==> src/rtl/nibble_serial_addsub_ctrl_if.sv <==
// nibble_serial_addsub_ctrl_if: request side (start, op, a, b) and result side (busy, done, result, carry_out, overflow, zero) of the add/sub controller
interface nibble_serial_addsub_ctrl_if #(parameter int NIBBLES = 4) ();
  logic start;
  logic op;
  logic [4*NIBBLES-1:0] a;
  logic [4*NIBBLES-1:0] b;
  logic busy;
  logic done;
  logic [4*NIBBLES-1:0] result;
  logic carry_out;
  logic overflow;
  logic zero;
  modport master (output start, op, a, b, input busy, done, result, carry_out, overflow, zero);
  modport slave (input start, op, a, b, output busy, done, result, carry_out, overflow, zero);
endinterface

==> src/rtl/nibble_serial_addsub_ctrl.sv <==
// nibble_serial_addsub_ctrl: wide add/sub via one 4-bit slice over NIBBLES cycles, LS nibble first; ports clk, reset (async high), bus (slave: start/op/a/b in, busy/done/result/carry_out/overflow/zero out)
module nibble_serial_addsub_ctrl #(
  parameter int NIBBLES = 4
) (
  input logic clk,
  input logic reset,
  nibble_serial_addsub_ctrl_if.slave bus
);
  localparam int W = 4 * NIBBLES;
  localparam int IW = $clog2(NIBBLES + 1);
  localparam logic [1:0] IDLE = 2'd0;
  localparam logic [1:0] RUN = 2'd1;
  localparam logic [1:0] DONE = 2'd2;
  logic [1:0] state_q, state_d;
  logic [W-1:0] a_q, a_d, b_q, b_d, sh_q, sh_d, result_q, result_d;
  logic [IW-1:0] idx_q, idx_d;
  logic carry_q, carry_d, carry_out_q, carry_out_d, overflow_q, overflow_d, zero_q, zero_d;
  logic [4:0] sum;
  logic [W+3:0] wide;
  logic accept, run, last;
  always_comb begin
    sum = {1'b0, a_q[3:0]} + {1'b0, b_q[3:0]} + 5'(carry_q);
    wide = {sum[3:0], sh_q};
    accept = state_q == IDLE && bus.start;
    run = state_q == RUN;
    last = run && idx_q == IW'(NIBBLES - 1);
    state_d = accept ? RUN : last ? DONE : state_q == DONE ? IDLE : state_q;
    a_d = accept ? bus.a : run ? a_q >> 4 : a_q;
    b_d = accept ? bus.b ^ {W{bus.op}} : run ? b_q >> 4 : b_q;
    carry_d = accept ? bus.op : run ? sum[4] : carry_q;
    idx_d = accept ? '0 : run ? idx_q + IW'(1) : idx_q;
    sh_d = accept ? '0 : run ? wide[W+3:4] : sh_q;
    result_d = last ? wide[W+3:4] : result_q;
    carry_out_d = last ? sum[4] : carry_out_q;
    overflow_d = last ? (a_q[3] == b_q[3]) && (sum[3] != a_q[3]) : overflow_q;
    zero_d = last ? wide[W+3:4] == '0 : zero_q;
  end
  always_ff @(posedge clk or posedge reset) begin
    if (reset) begin
      state_q <= IDLE;
      a_q <= '0;
      b_q <= '0;
      sh_q <= '0;
      idx_q <= '0;
      carry_q <= 1'b0;
      result_q <= '0;
      carry_out_q <= 1'b0;
      overflow_q <= 1'b0;
      zero_q <= 1'b0;
    end else begin
      state_q <= state_d;
      a_q <= a_d;
      b_q <= b_d;
      sh_q <= sh_d;
      idx_q <= idx_d;
      carry_q <= carry_d;
      result_q <= result_d;
      carry_out_q <= carry_out_d;
      overflow_q <= overflow_d;
      zero_q <= zero_d;
    end
  end
  assign bus.busy = state_q != IDLE;
  assign bus.done = state_q == DONE;
  assign bus.result = result_q;
  assign bus.carry_out = carry_out_q;
  assign bus.overflow = overflow_q;
  assign bus.zero = zero_q;
endmodule

==> src/flat_wrapper.sv <==
// flat-port wrapper written by rule: the top's interface ports become plain ports
module nibble_serial_addsub_ctrl_flat 
#(
  parameter int NIBBLES = 4
)
  (clk, reset, bus_start, bus_op, bus_a, bus_b, bus_busy, bus_done, bus_result, bus_carry_out, bus_overflow, bus_zero);
  nibble_serial_addsub_ctrl_if #(.NIBBLES(NIBBLES)) bus_i ();
  input logic clk;
  input logic reset;
  input wire logic [$bits(bus_i.start)-1:0] bus_start;
  input wire logic [$bits(bus_i.op)-1:0] bus_op;
  input wire logic [$bits(bus_i.a)-1:0] bus_a;
  input wire logic [$bits(bus_i.b)-1:0] bus_b;
  output wire logic [$bits(bus_i.busy)-1:0] bus_busy;
  output wire logic [$bits(bus_i.done)-1:0] bus_done;
  output wire logic [$bits(bus_i.result)-1:0] bus_result;
  output wire logic [$bits(bus_i.carry_out)-1:0] bus_carry_out;
  output wire logic [$bits(bus_i.overflow)-1:0] bus_overflow;
  output wire logic [$bits(bus_i.zero)-1:0] bus_zero;
  assign bus_i.start = bus_start;
  assign bus_i.op = bus_op;
  assign bus_i.a = bus_a;
  assign bus_i.b = bus_b;
  assign bus_busy = bus_i.busy;
  assign bus_done = bus_i.done;
  assign bus_result = bus_i.result;
  assign bus_carry_out = bus_i.carry_out;
  assign bus_overflow = bus_i.overflow;
  assign bus_zero = bus_i.zero;
  nibble_serial_addsub_ctrl #(.NIBBLES(NIBBLES)) u_core (.clk(clk), .reset(reset), .bus(bus_i));
endmodule
==> config.mk <==
export PLATFORM = sky130hd
export DESIGN_NAME = nibble_serial_addsub_ctrl_flat
export DESIGN_NICKNAME = d
export VERILOG_FILES = /design/src/rtl/nibble_serial_addsub_ctrl_if.sv /design/src/rtl/nibble_serial_addsub_ctrl.sv /design/src/flat_wrapper.sv
export SDC_FILE = /design/constraint.sdc
export NUM_CORES = 1
export LEC_CHECK = 0
export CAP_MARGIN = 10
export CORE_MARGIN = 2
export CORE_UTILIZATION = 30
export CTS_CLUSTER_DIAMETER = 150
export CTS_CLUSTER_SIZE = 10
export DETAILED_ROUTE_END_ITERATION = 8
export GPL_ROUTABILITY_DRIVEN = 0
export PLACE_DENSITY = 0.6
export SLEW_MARGIN = 5
export SYNTH_ARGS = -nofsm -noshare
export SYNTH_HDL_FRONTEND = slang
export SYNTH_SLANG_ARGS = --single-unit
==> constraint.sdc <==
create_clock -name clk -period 2.2 [get_ports clk]
set_input_delay 0.44 -clock clk [delete_from_list [all_inputs] [get_ports clk]]
set_output_delay 0.44 -clock clk [all_outputs]
set_load 0.05 [all_outputs]
==> impl_metrics.csv <==
group,metric,value,unit
outcome,status,"finished clean",
routing,antenna_left,0,
setup_path,slowest_delay,470,ps
yosys,async_flop_share,100,%
setup_path,cp-end-kind,"flop",
clocking,htree_levels,3,
yosys,ys_seq_area_share,55.5,%
setup_path,required,2490,ps
yosys,synthFlopType,"dfrtp_1",
job,drv_cap,0,
routing,first_pass_iters,4,
routing,num_vias,2318,
timing,slew_viol_final,0,
setup_path,reg2reg_slack,160,ps
yosys,synth_nets,355,
grt,grt_pass1_wl,11.4,mm
setup_path,worstSetupStartpointType,"flop",
routing,drtIter0Drc,127,
clocking,clk_latency,350,ps
clocking,cts-root-buf,"clkbuf_8",
die,start_util,30.6,%
setup_path,r2r_start,"u_core.carry_q",
timing,fin_crit_sh,92.8,%
setup_path,cp_slowest_cell,"fa_1",
power,power_density,1500,nW/µm²
timing,fmax,490,MHz
timing,grt_setup_unrepaired,"no",
cells_and_area,drive_above_1_share,11.0,%
grt,grt_pass1_vias,2339,
setup_path,worstPathMaxFanout,3,
yosys,netlist_area,3110,µm²
die,die_w,106,µm
power,power,6.09,mW
timing,period_needed,2040,ps
yosys,yosysUniqueCellTypes,34,
die,die_area,11200,µm²
grt,overflow,0,
power,leakage,1.79,nW
cells_and_area,num_antenna_cells,0,
setup_path,startpoint,"u_core.carry_q",
die,io_pins,57,
clocking,cts.sinks,69,
timing,slew_headroom,45.7,%
cells_and_area,area_growth,30.2,%
setup_path,critical_path_class,"reg -> reg",
clocking,clkSlewWorstSetupHoldPaths,80,ps
timing,worstMarginPinSlew,812,ps
clocking,cts_resized,0,
setup_path,worst-path-buf-inv,2,
place,port_buffers,56,
yosys,avgSynthCellArea,9.98,µm²
power,peakVddDrop,0.615,mV
grt,grt_usage,12.9,%
grt,grt_max_degree,70,
setup_path,worst_r2r_path_depth,8,
die,core-area,10200,µm²
timing,finalHoldViolations,0,
place,dpl.hpwl,4.36,mm
timing,setup_tns,0,ps
routing,viasPerCell,4.56,
clocking,cts_tree,"built",
cells_and_area,nets,410,
timing,skew,8.08,ps
yosys,ys_warn_count,0,
yosys,synth_edf_count,0,
routing,totalWireLength,6.42,mm
die,rows,37,
clocking,cts_setup_buffers,0,
timing,setup-violations-final,0,
die,die_h,106,µm
routing,wl_per_cell,12.6,µm
worst_hold_path,min_path_type,"in -> async",
clocking,ctsLongestPathBuffers,2,
setup_path,crit_arrival,2330,ps
routing,drc,0,
setup_path,r2r-end,"u_core.bus.zero",
clocking,cts_made_buffers,9,
setup_path,crit_family,"adder cells",
grt,antenna_found_initial,0,
yosys,syn-instance-count,312,
yosys,yosys_register_bits,69,
clocking,hold_buffers,0,
setup_path,path_cells,"inv_1 -> fa_1 -> inv_1 -> fa_1 -> nor4_1 -> nand4_1 -> nor2_1 -> a22o_1",
## cell usage after synthesis, types with 2 or more instances
| cell | number | area share (%) |
|---|---|---|
| xnor2_1 | 8 | 2.3 |
| fa_1 | 2 | 1.3 |
| a31oi_1 | 11 | 2.2 |
| ha_1 | 5 | 2.0 |
| clkbuf_1 | 8 | 0.96 |
| nor4_1 | 2 | 0.40 |
| a21oi_1 | 3 | 0.48 |
| xor2_1 | 11 | 3.1 |
| a22oi_1 | 12 | 2.9 |
| buf_2 | 10 | 1.6 |
| nand2_1 | 81 | 9.8 |
| dfrtp_1 | 69 | 55 |
| mux2_2 | 13 | 4.7 |
| nor2_1 | 16 | 1.9 |
| o21ai_0 | 27 | 4.3 |
| inv_1 | 8 | 0.96 |
| nand3_1 | 9 | 1.4 |
## area by class of cell
cell class              count  area, µm²
fillers                  1056       6130
flip-flops and latches     69       1730
multi-input cells         216       1270
repair buffers             63        621
well taps                 136        170
clock buffers              10        138
clock inverters             6       93.8
inverters                   8       30.0
## flip-flops by register name, summed over array words and instances (netlist names)
name and flops:
u_core.a_q 16, u_core.b_q 16, u_core.bus.result 16, u_core.sh_q 12, u_core.idx_q 3, u_core.state_q 2, u_core.bus.carry_out 1, u_core.bus.overflow 1
u_core.bus.zero 1, u_core.carry_q 1
## metrics by stage
step	hold WS (ps)	area [µm²]	utilization (%)	worst slack (ps)	instances
6_report	468	4050	39.8	158	508
5_1_grt	511	4050	39.8	3.99	508
4_1_cts	481	4050	39.8	154	508
3_5_place_dp	463	3820	37.5	171	492
3_3_place_gp	459	3820	37.5	185	492
2_1_floorplan	446	3110	-	20.1	312
## power breakdown
group	leakage (nW)	switching, mW	internal, mW
logic	0.799	1.70	1.04
clock network	0.113	0.496	0.678
registers	0.877	0.345	1.82
## placed cells by master (no fill, tap or decap), types with 2 or more instances in the layout
cell / n
nand2_1: 81
dfrtp_1: 69
clkdlybuf4s50_1: 54
o21ai_0: 27
nor2_1: 16
mux2_2: 13
a22oi_1: 12
xor2_1: 11
a31oi_1: 11
clkbuf_8: 10
nand3_1: 9
xnor2_1: 8
buf_4: 8
inv_1: 7
ha_1: 5
a21oi_1: 3
nor4_1: 2
fa_1: 2
bufinv_16: 2
inv_6: 2
## worst min-delay path, stage by stage
cell and delay, ps:
clkdlybuf4s50_1 410, inv_2 70, buf_12 290
## kinds of logic (layout without fill, tap and decap cells)
kind of cell               count (synthesis)  in the layout  share of synthesized area [%]
AOI/OAI and AO/OA                         60             60                           11.7
adders and majority gates                  7              7                           3.30
muxes                                     13             13                           4.70
buffers and inverters                     27             87                           3.78
and+or+nand+nor                          117            117                           15.7
DFF                                       69             69                           55.5
xor gates and xnor gates                  19             19                           5.35
## layer usage
| metal | up-vias | part of all wire [%] | global-route usage (%) |
|---|---|---|---|
| met5 | - | 0 | 0 |
| met4 | 0 | 2.3 | 5.64 |
| met3 | 14 | 5.5 | 3.46 |
| met2 | 63 | 46 | 20.2 |
| met1 | 1078 | 46 | 16.7 |
| li1 | 1163 | - | - |
## worst max-delay path by stage
stage	to	slack, ps	cells past startpoint
floorplan	u_core.a_q[0]	20	1
global placement	u_core.bus.zero	190	8
detailed placement	u_core.bus.zero	170	8
CTS	u_core.bus.zero	150	8
global route	u_core.bus.zero	4	8
finish	u_core.bus.zero	160	8
Note: power is estimated with default switching activity, not from simulation.
